<file path="src/rtl/programmable_sequence_detector.sv">
// Serial-bit pattern detector with a run-time reloadable pattern, selectable
// overlapping/non-overlapping matching, input-valid qualifier and saturating match counter.
module programmable_sequence_detector #(
  parameter int unsigned        SEQ_LEN         = 7,
  parameter int unsigned        CNT_WIDTH       = 8,
  parameter logic [SEQ_LEN-1:0] DEFAULT_PATTERN = 7'b0100110
) (
  input  logic                 clock,
  input  logic                 reset,
  input  logic                 x_in,
  input  logic                 x_valid,
  input  logic                 overlap_mode,
  input  logic                 load_pattern,
  input  logic [SEQ_LEN-1:0]   pattern_in,
  output logic                 y_out,
  output logic [CNT_WIDTH-1:0] match_count,
  output logic [SEQ_LEN-1:0]   pattern_out
);

  localparam int unsigned FILL_W = $clog2(SEQ_LEN + 1);
  localparam logic [FILL_W-1:0] FILL_FULL  = FILL_W'(SEQ_LEN);
  localparam logic [FILL_W-1:0] FILL_ARMED = FILL_W'(SEQ_LEN - 1);

  if (SEQ_LEN < 2 || SEQ_LEN > 32) begin : g_bad_len
    $error("programmable_sequence_detector: SEQ_LEN must be in 2..32");
  end

  logic [SEQ_LEN-1:0]   pat;
  logic [SEQ_LEN-1:0]   hist;
  logic [FILL_W-1:0]    fill;

  logic [SEQ_LEN-1:0]   nxt_pat;
  logic [SEQ_LEN-1:0]   nxt_hist;
  logic [FILL_W-1:0]    nxt_fill;
  logic                 nxt_y;
  logic [CNT_WIDTH-1:0] nxt_count;
  logic [SEQ_LEN-1:0]   window;
  logic                 match;

  assign window = {hist[SEQ_LEN-2:0], x_in};
  // fill gating keeps stale zeros in hist from matching an all-zero pattern
  assign match  = (fill >= FILL_ARMED) && (window == pat);

  always_comb begin
    nxt_pat   = pat;
    nxt_hist  = hist;
    nxt_fill  = fill;
    nxt_y     = 1'b0;
    nxt_count = match_count;

    if (load_pattern) begin
      nxt_pat  = pattern_in;
      nxt_hist = '0;
      nxt_fill = '0;
    end else if (x_valid) begin
      nxt_hist = window;
      if (match) begin
        nxt_y    = 1'b1;
        nxt_fill = overlap_mode ? FILL_FULL : '0;
        if (match_count != '1) begin
          nxt_count = match_count + CNT_WIDTH'(1);
        end
      end else if (fill != FILL_FULL) begin
        nxt_fill = fill + FILL_W'(1);
      end
    end
  end

  always_ff @(posedge clock) begin
    if (!reset) begin
      pat         <= DEFAULT_PATTERN;
      hist        <= '0;
      fill        <= '0;
      y_out       <= 1'b0;
      match_count <= '0;
    end else begin
      pat         <= nxt_pat;
      hist        <= nxt_hist;
      fill        <= nxt_fill;
      y_out       <= nxt_y;
      match_count <= nxt_count;
    end
  end

  assign pattern_out = pat;

endmodule

</file>
<file path="config.mk">
export PLATFORM = sky130hd
export DESIGN_NAME = programmable_sequence_detector
export DESIGN_NICKNAME = d
export VERILOG_FILES = /design/src/rtl/programmable_sequence_detector.sv
export SDC_FILE = /design/constraint.sdc
export NUM_CORES = 1
export LEC_CHECK = 0
export CELL_PAD_IN_SITES_DETAIL_PLACEMENT = 1
export CELL_PAD_IN_SITES_GLOBAL_PLACEMENT = 1
export CORE_ASPECT_RATIO = 0.5
export CORE_MARGIN = 8
export CORE_UTILIZATION = 32
export DETAILED_ROUTE_END_ITERATION = 6
export GPL_TIMING_DRIVEN = 0
export HOLD_SLACK_MARGIN = 0.06
export PLACE_DENSITY = 0.69
export SLEW_MARGIN = 20
export SYNTH_ARGS = -nofsm -noshare
export SYNTH_HDL_FRONTEND = slang
export SYNTH_SLANG_ARGS = --single-unit
</file>
<file path="constraint.sdc">
create_clock -name clock -period 1.5 [get_ports clock]
set_input_delay 0.225 -clock clock [delete_from_list [all_inputs] [get_ports clock]]
set_output_delay 0.225 -clock clock [all_outputs]
set_load 0.02 [all_outputs]
</file>
==> results of run 1 <==
-- path summary, 6_finish.rpt --
kind                        from              to  slack (ns)  cells after the start
setup / recovery         hist[1]  match_count[7]       -0.15                      6
hold / removal      load_pattern  pattern_out[1]        0.27                      3
hold reg to reg   match_count[1]  match_count[1]        0.50                      2
setup reg to reg         hist[1]  match_count[7]       -0.15                      6
-- per-stage QoR --
stage / instance area [um2] / setup WS, ns / total power, mW
2_1_floorplan: 1210 / -0.114 / 0.787
5_1_grt: 1750 / -0.228 / 1.31
3_3_place_gp: 1540 / -0.583 / 0.854
6_report: 1750 / -0.148 / 1.25
4_1_cts: 1670 / -0.154 / 1.26
3_5_place_dp: 1540 / -0.601 / 0.856
-- registers in the layout, summed over array words and instances (netlist names) --
signal,flops
match_count,8
pattern_out,7
hist,6
fill,3
y_out,1
-- per-layer routing --
layer	routed length, um	up-vias
li1	-	528
met1	1560	527
met2	1770	10
met3	103	2
met4	29	0
met5	0	-
-- worst max-delay path: stages, from the launching register on --
cell	delay, ns
sky130_fd_sc_hd__dfxtp_2	0.35
sky130_fd_sc_hd__xor2_2	0.19
sky130_fd_sc_hd__nor4_4	0.27
sky130_fd_sc_hd__buf_4	0.19
sky130_fd_sc_hd__nand3_4	0.09
sky130_fd_sc_hd__o31a_1	0.30
sky130_fd_sc_hd__o21a_1	0.16
-- kinds of logic (layout without fill, tap and decap cells) --
family	count (synthesis)	in the layout	share of synthesized area, %
and+or+nand+nor	53	53	25.2
AOI/OAI and AO/OA	19	19	9.75
muxes	13	13	11.0
xor gates and xnor gates	8	8	5.93
DFF	25	25	42.4
buffers and inverters	6	47	2.54
adders and majority gates	3	3	3.18
-- cell usage after synthesis (2+ instances only) --
master	count
sky130_fd_sc_hd__o21ai_0	3
sky130_fd_sc_hd__nor2_1	14
sky130_fd_sc_hd__nand2_1	15
sky130_fd_sc_hd__a21oi_1	4
sky130_fd_sc_hd__clkbuf_1	2
sky130_fd_sc_hd__or3_1	4
sky130_fd_sc_hd__a31oi_1	3
sky130_fd_sc_hd__xor2_1	8
sky130_fd_sc_hd__o21ai_1	5
sky130_fd_sc_hd__dfxtp_1	25
sky130_fd_sc_hd__nor4_4	2
sky130_fd_sc_hd__nand4_1	2
sky130_fd_sc_hd__nand2b_1	4
sky130_fd_sc_hd__mux2i_1	13
sky130_fd_sc_hd__ha_1	3
sky130_fd_sc_hd__nand3_1	4
-- area by class of cell --
class / instances / area [um2] / share of cell area [%]
buffer: 4 / 23.8 / 1.36
sequential: 25 / 523 / 29.9
timing repair buffer: 37 / 363 / 20.8
clock buffer: 4 / 45.0 / 2.58
tap: 51 / 63.8 / 3.65
inverter: 2 / 7.51 / 0.430
multi-input combinational: 96 / 721 / 41.3
-- report_power, final --
group	internal, mW	total [mW]	switching, mW
logic	0.0775	0.157	0.0790
registers	0.678	0.693	0.0149
clock network	0.190	0.401	0.211
-- repair_timing --
| item | in CTS | in global routing |
|---|---|---|
| endpoints found under the setup margin | 17 | 19 |
| pin swaps | 12 | 6 |
| setup buffers | 9 | 2 |
| resized for setup | 15 | 21 |
==> Flow_metrics.wiki, run 1 <==
{| class="wikitable"
! Metric !! Value
|-
| FMAX || 607 MHz
|-
| Final critical-path share of the clock period || 110%
|-
| Number of different library cells in the post-synthesis netlist || 32
|-
| Starting density of the core || 33.8%
|-
| H-tree depth reported by CTS || 1
|-
| Buffers added on ports || 26
|-
| Result of the run || finished with violations
|-
| Routability Congestion || 0.738
|-
| TritonRoute pass-1 iters || 4
|-
| Clock input transition at the sequential cells of the worst setup and hold paths || 0.09 ns
|-
| Core Rows || 15
|-
| Inst Count DP || 204
|-
| Met2 usage in global routing || 22.1%
|-
| Final Non-Filler Cells || 219
|-
| EDFF count, synth || 0
|-
| DRT iter0 DRCs || 24
|-
| Die outline height || 59.0 um
|-
| Power density cells || 716 nW/um2
|-
| Slew Limit Headroom || 66.9%
|-
| Kind of path behind the tightest hold check || in2reg
|-
| Syn Inst Count || 127
|-
| Maximum Capacitance Violations || 0
|-
| Critical path peak fanout || 6
|-
| Class of the most critical setup path || reg2reg
|-
| Library cell with the largest summed area after synthesis || sky130_fd_sc_hd__dfxtp_1
|-
| Share of flip-flops with an asynchronous set or reset || 0%
|-
| Layout area overhead || 47.9%
|-
| Worst EP arrival || 1.82 ns
|-
| Fin nets || 185
|-
| RSZ-0062 raised after global routing || true
|-
| Final period demand of the worst path || 1.65 ns
|-
| Worst Max-Slew Pin Slew || 0.496 ns
|-
| CTS tree || yes
|-
| Failing checks || setup timing
|-
| Met1 layer usage reported by global route || 14.1%
|-
| Met3 track demand over resource in global routing || 3.41%
|-
| Overflow left after global routing || 0
|-
| Antenna violations before repair || 0
|-
| Mean cell area of the mapped netlist || 9.30 um2
|-
| Count of final max-slew check failures || 0
|-
| Area of the placeable core || 3490 um2
|-
| DP HPWL || 2.33 mm
|-
| Leakage power total || 0.775 nW
|-
| Root Buffer Master || sky130_fd_sc_hd__clkbuf_8
|-
| Flop and latch count out of synthesis || 25
|-
| Final hold violation count || 0
|-
| Top-level I/O count || 29
|-
| Via count of the routed design || 1067
|-
| GRT Max-Usage Layer || met2
|-
| Top FF cell, synth || sky130_fd_sc_hd__dfxtp_1
|-
| Worst setup slack after layout || -0.148 ns
|-
| Worst clock skew on the final layout || 0.00425 ns
|-
| Commonest cells after routing, fill and taps aside || sky130_fd_sc_hd__nand2_1 (14), sky130_fd_sc_hd__nor2_1 (14), sky130_fd_sc_hd__mux2i_1 (13), sky130_fd_sc_hd__dfxtp_2 (12), sky130_fd_sc_hd__clkdlybuf4s50_1 (12)
|-
| Number of global-route vias before repair || 1147
|-
| Average wire per standard cell || 15.8 um
|-
| Average via count per standard cell || 4.87
|-
| CP endpoint kind || flop
|-
| Number of buffers inserted during clock tree synthesis || 3
|-
| Clock buffer depth || 2
|-
| Total routing resource utilization after global routing || 12.4%
|-
| Net count after synthesis || 143
|-
| Number of warning messages in the yosys log || 0
|-
| Die ar. || 6010 um2
|-
| Antenna violation net count after detailed routing || 0
|-
| Peak ir drop on the vdd network || 288 uV
|-
| CTS Hold Bufs || 0
|-
| Final Util || 50.0%
|-
| Critical path startpoint category || flop
|-
| DRC violation count after routing || 0
|-
| Number of endpoints failing setup at the final stage || 11
|-
| Pin count of the biggest net entering global routing || 14
|-
| Layout fillers || 398
|-
| Worst endpoint required time || 1.67 ns
|-
| Number of diodes || 0
|-
| Worst hold slack after final layout || 0.274 ns
|-
| Die W || 102 um
|-
| Top area cells in the synthesized netlist || sky130_fd_sc_hd__dfxtp_1 (42%), sky130_fd_sc_hd__mux2i_1 (11%), sky130_fd_sc_hd__xor2_1 (5.9%)
|-
| Fraction of post-synthesis cell area in the top cell type by area || 42.4%
|-
| Post-Syn Area || 1180 um2
|-
| Summed negative setup slack over all endpoints || -0.938 ns
|-
| Insertion delay to the later sink of the worst-skew pair || 0.27 ns
|-
| Clk sinks || 25
|-
| First-pass GRT wire length || 5.74 mm
|-
| Sequential element share of the synthesized area || 42.4%
|-
| Wirelength, routed || 3.46 mm
|-
| Fraction of layout instances using a drive strength above 1 || 27.4%
|}
Note: power is estimated with default switching activity, not from simulation.
==> inputs of run 2 (changes only) <==
Settings changed: PLACE_DENSITY 0.69 to 0.72.
==> run 2 against run 1 <==
  * The flow still finishes with violations (setup timing)
  * Die area is the same
  * Clock skew shrank 0.0011 ns
  * Total power grew 0.39%
  * Critical path depth is the same
  * Sequential share of layout area grew 0.12 points
  * Sequential cell count is the same
  * Sequential power is essentially flat
  * Setup slack lost 0.047 ns
  * Largest cell class unchanged
  * Highest routed layer unchanged
==> Flow_metrics.wiki, run 2 (synthesized netlist as in run 1, its figures left out) <==
{| class="wikitable"
! Metric !! Value
|-
| Area of the placeable core || 3490 um2 (unchanged)
|-
| Setup slack of the worst register-to-register path || -0.20 ns (-0.05 ns)
|-
| Average wire per standard cell || 15.2 um (-3.7%)
|-
| Switching portion of total power || 25.0% (+0.57 points)
|-
| Result of the run || finished with violations
|-
| Cell area after layout || 1750 um2 (about the same)
|-
| CP endpoint kind || flop
|-
| Worst endpoint required time || 1.71 ns (+0.04 ns)
|-
| Final hold violation count || 0 (unchanged)
|-
| Clock input transition at the sequential cells of the worst setup and hold paths || 0.09 ns (about the same)
|-
| Hold-critical path depth || 3 (unchanged)
|-
| Fin nets || 185 (unchanged)
|-
| Overflow left after global routing || 0 (unchanged)
|-
| Number of buffers inserted during clock tree synthesis || 3 (unchanged)
|-
| Peak ir drop on the vdd network || 318 uV (+11%)
|-
| Average via count per standard cell || 4.78 (-2.0%)
|-
| Number of endpoints failing setup at the final stage || 11 (unchanged)
|-
| Commonest cells after routing, fill and taps aside || sky130_fd_sc_hd__nand2_1 (14), sky130_fd_sc_hd__nor2_1 (13), sky130_fd_sc_hd__mux2i_1 (13), sky130_fd_sc_hd__dfxtp_1 (11), sky130_fd_sc_hd__dfxtp_2 (11)
|-
| Class of the most critical setup path || reg2reg
|-
| DRT iter0 DRCs || 23 (-4.2%)
|-
| Clk sinks || 25 (unchanged)
|-
| Max FFs per register || 8 (unchanged)
|-
| Kind of path behind the tightest hold check || in2reg
|-
| RSZ-0062 raised after global routing || true
|-
| End of the worst register-to-register path || match_count[2]
|-
| Top-level I/O count || 29 (unchanged)
|-
| Hold_sp || load_pattern
|-
| Overall power after layout || 1.26 mW (+0.39%)
|-
| Most flop-heavy register || match_count
|-
| Power density cells || 718 nW/um2 (+0.31%)
|-
| H-tree depth reported by CTS || 1 (unchanged)
|-
| Worst setup path endpoint || match_count[2]
|-
| Root Buffer Master || sky130_fd_sc_hd__clkbuf_8
|-
| CTS Hold Bufs || 0 (unchanged)
|-
| Worst setup slack after placement || -0.599 ns (+0.00167 ns)
|-
| Final critical-path share of the clock period || 113% (+3.1 points)
|-
| Pin count of the biggest net entering global routing || 14 (unchanged)
|-
| Placed inst area || 1540 um2 (unchanged)
|-
| Leading cell type in the layout, fill and taps excluded || sky130_fd_sc_hd__nand2_1
|-
| Worst EP arrival || 1.90 ns (+0.08 ns)
|-
| Number of global-route vias before repair || 1097 (-4.4%)
|-
| Critical path peak fanout || 8 (+2)
|-
| Final Util || 50.1% (about the same)
|-
| Routability Congestion || 0.720 (-2.5%)
|-
| Wirelength, routed || 3.33 mm (-3.7%)
|-
| Core Rows || 15 (unchanged)
|-
| Combinational Power Share || 12.2% (-0.3 points)
|-
| Insertion delay to the later sink of the worst-skew pair || 0.27 ns (about the same)
|-
| Failing checks || setup timing
|-
| Proportion of power drawn by the clock network || 32.8% (+0.7 points)
|-
| CTS tree || yes
|-
| Worst clock skew on the final layout || 0.00316 ns (-0.00109 ns)
|-
| Worst hold slack after final layout || 0.260 ns (-0.0144 ns)
|-
| Internal power component || 0.942 mW (-0.37%)
|-
| Antenna violation net count after detailed routing || 0 (unchanged)
|-
| Final period demand of the worst path || 1.70 ns (+0.0469 ns)
|-
| Worst setup slack after layout || -0.195 ns (-0.0469 ns)
|-
| TritonRoute pass-1 iters || 4 (unchanged)
|-
| Cells on worst reg2reg path || 6 (unchanged)
|-
| DP HPWL || 2.31 mm (-0.74%)
|-
| Critical path startpoint category || flop
|-
| Number of diodes || 0 (unchanged)
|-
| First-pass GRT wire length || 5.44 mm (-5.2%)
|-
| Starting density of the core || 33.8% (unchanged)
|-
| Die ar. || 6010 um2 (unchanged)
|-
| Clock buffer depth || 2 (unchanged)
|-
| Crit. Startpoint || hist[0]
|-
| Register share of total power || 55.0% (-0.4 points)
|-
| Antenna violations before repair || 0 (unchanged)
|-
| Fraction of layout instances using a drive strength above 1 || 26.8% (-0.60 points)
|-
| FMAX || 590 MHz (-2.8%)
|-
| Total routing resource utilization after global routing || 11.7% (-0.69 points)
|-
| Buffers added on ports || 26 (unchanged)
|-
| NetSw || 0.314 mW (+2.7%)
|-
| Count of final max-slew check failures || 0 (unchanged)
|-
| Die outline height || 59.0 um (unchanged)
|-
| DRC violation count after routing || 0 (unchanged)
|-
| Leakage power total || 0.770 nW (-0.66%)
|-
| Launch point of the worst reg-to-reg path || hist[0]
|-
| Via count of the routed design || 1046 (-2.0%)
|-
| Die W || 102 um (unchanged)
|-
| Maximum Capacitance Violations || 0 (unchanged)
|-
| Layout area overhead || 48.0% (about the same)
|-
| Slew Limit Headroom || 66.3% (-0.66 points)
|-
| Worst Max-Slew Pin Slew || 0.506 ns (+0.00991 ns)
|}
run 2: how the worst min path moves through the flow:
stage                endpoint
3_3_place_gp   match_count[1]
2_1_floorplan  pattern_out[1]
3_5_place_dp   match_count[1]
4_1_cts        pattern_out[2]
6_report       pattern_out[2]
5_1_grt        pattern_out[2]
run 2: per-stage QoR:
stage | setup TNS (ns) | cells
global route | -1.98 | 219
CTS | -0.790 | 216
global placement | -5.69 | 204
detailed placement | -6.29 | 204
floorplan | -0.370 | 127
finish | -1.15 | 219
run 2: layer usage:
metal / part of all wire (%) / track usage [%]
met4: 2.2 / 6.82
met3: 3.0 / 1.88
met1: 47 / 14.0
met5: 0 / 0
met2: 48 / 19.6
run 2: layout make-up:
cell class | count | area (um2)
Sequential cell | 25 | 526
Fill cell | 411 | 1740
Timing Repair Buffer | 37 | 357
Multi-Input combinational cell | 96 | 726
Inverter | 2 | 7.51
Buffer | 4 | 23.8
Tap cell | 51 | 63.8
Clock buffer | 4 | 45.0
run 2: worst max-delay path, stage by stage (launching register included):
cell and delay, ns:
sky130_fd_sc_hd__dfxtp_2 0.35, sky130_fd_sc_hd__xor2_2 0.18, sky130_fd_sc_hd__nor4_4 0.30, sky130_fd_sc_hd__buf_4 0.19, sky130_fd_sc_hd__nand3_4 0.11, sky130_fd_sc_hd__or3_1 0.35
sky130_fd_sc_hd__a21oi_2 0.14
run 2: power groups by stage:
stage          Clock (mW)  Sequential (mW)  Combinational (mW)
3_5_place_dp            0            0.708               0.147
5_1_grt             0.444            0.694               0.165
2_1_floorplan           0            0.720              0.0678
4_1_cts             0.428            0.693               0.153
3_3_place_gp            0            0.708               0.145
6_report            0.412            0.691               0.153
run 2: repair_timing:
action,4_1_cts,5_1_grt
pin swaps,7,7
buffers inserted,8,3
cloned,0,0
setup endpoints to repair,18,19
gates resized for setup,20,18
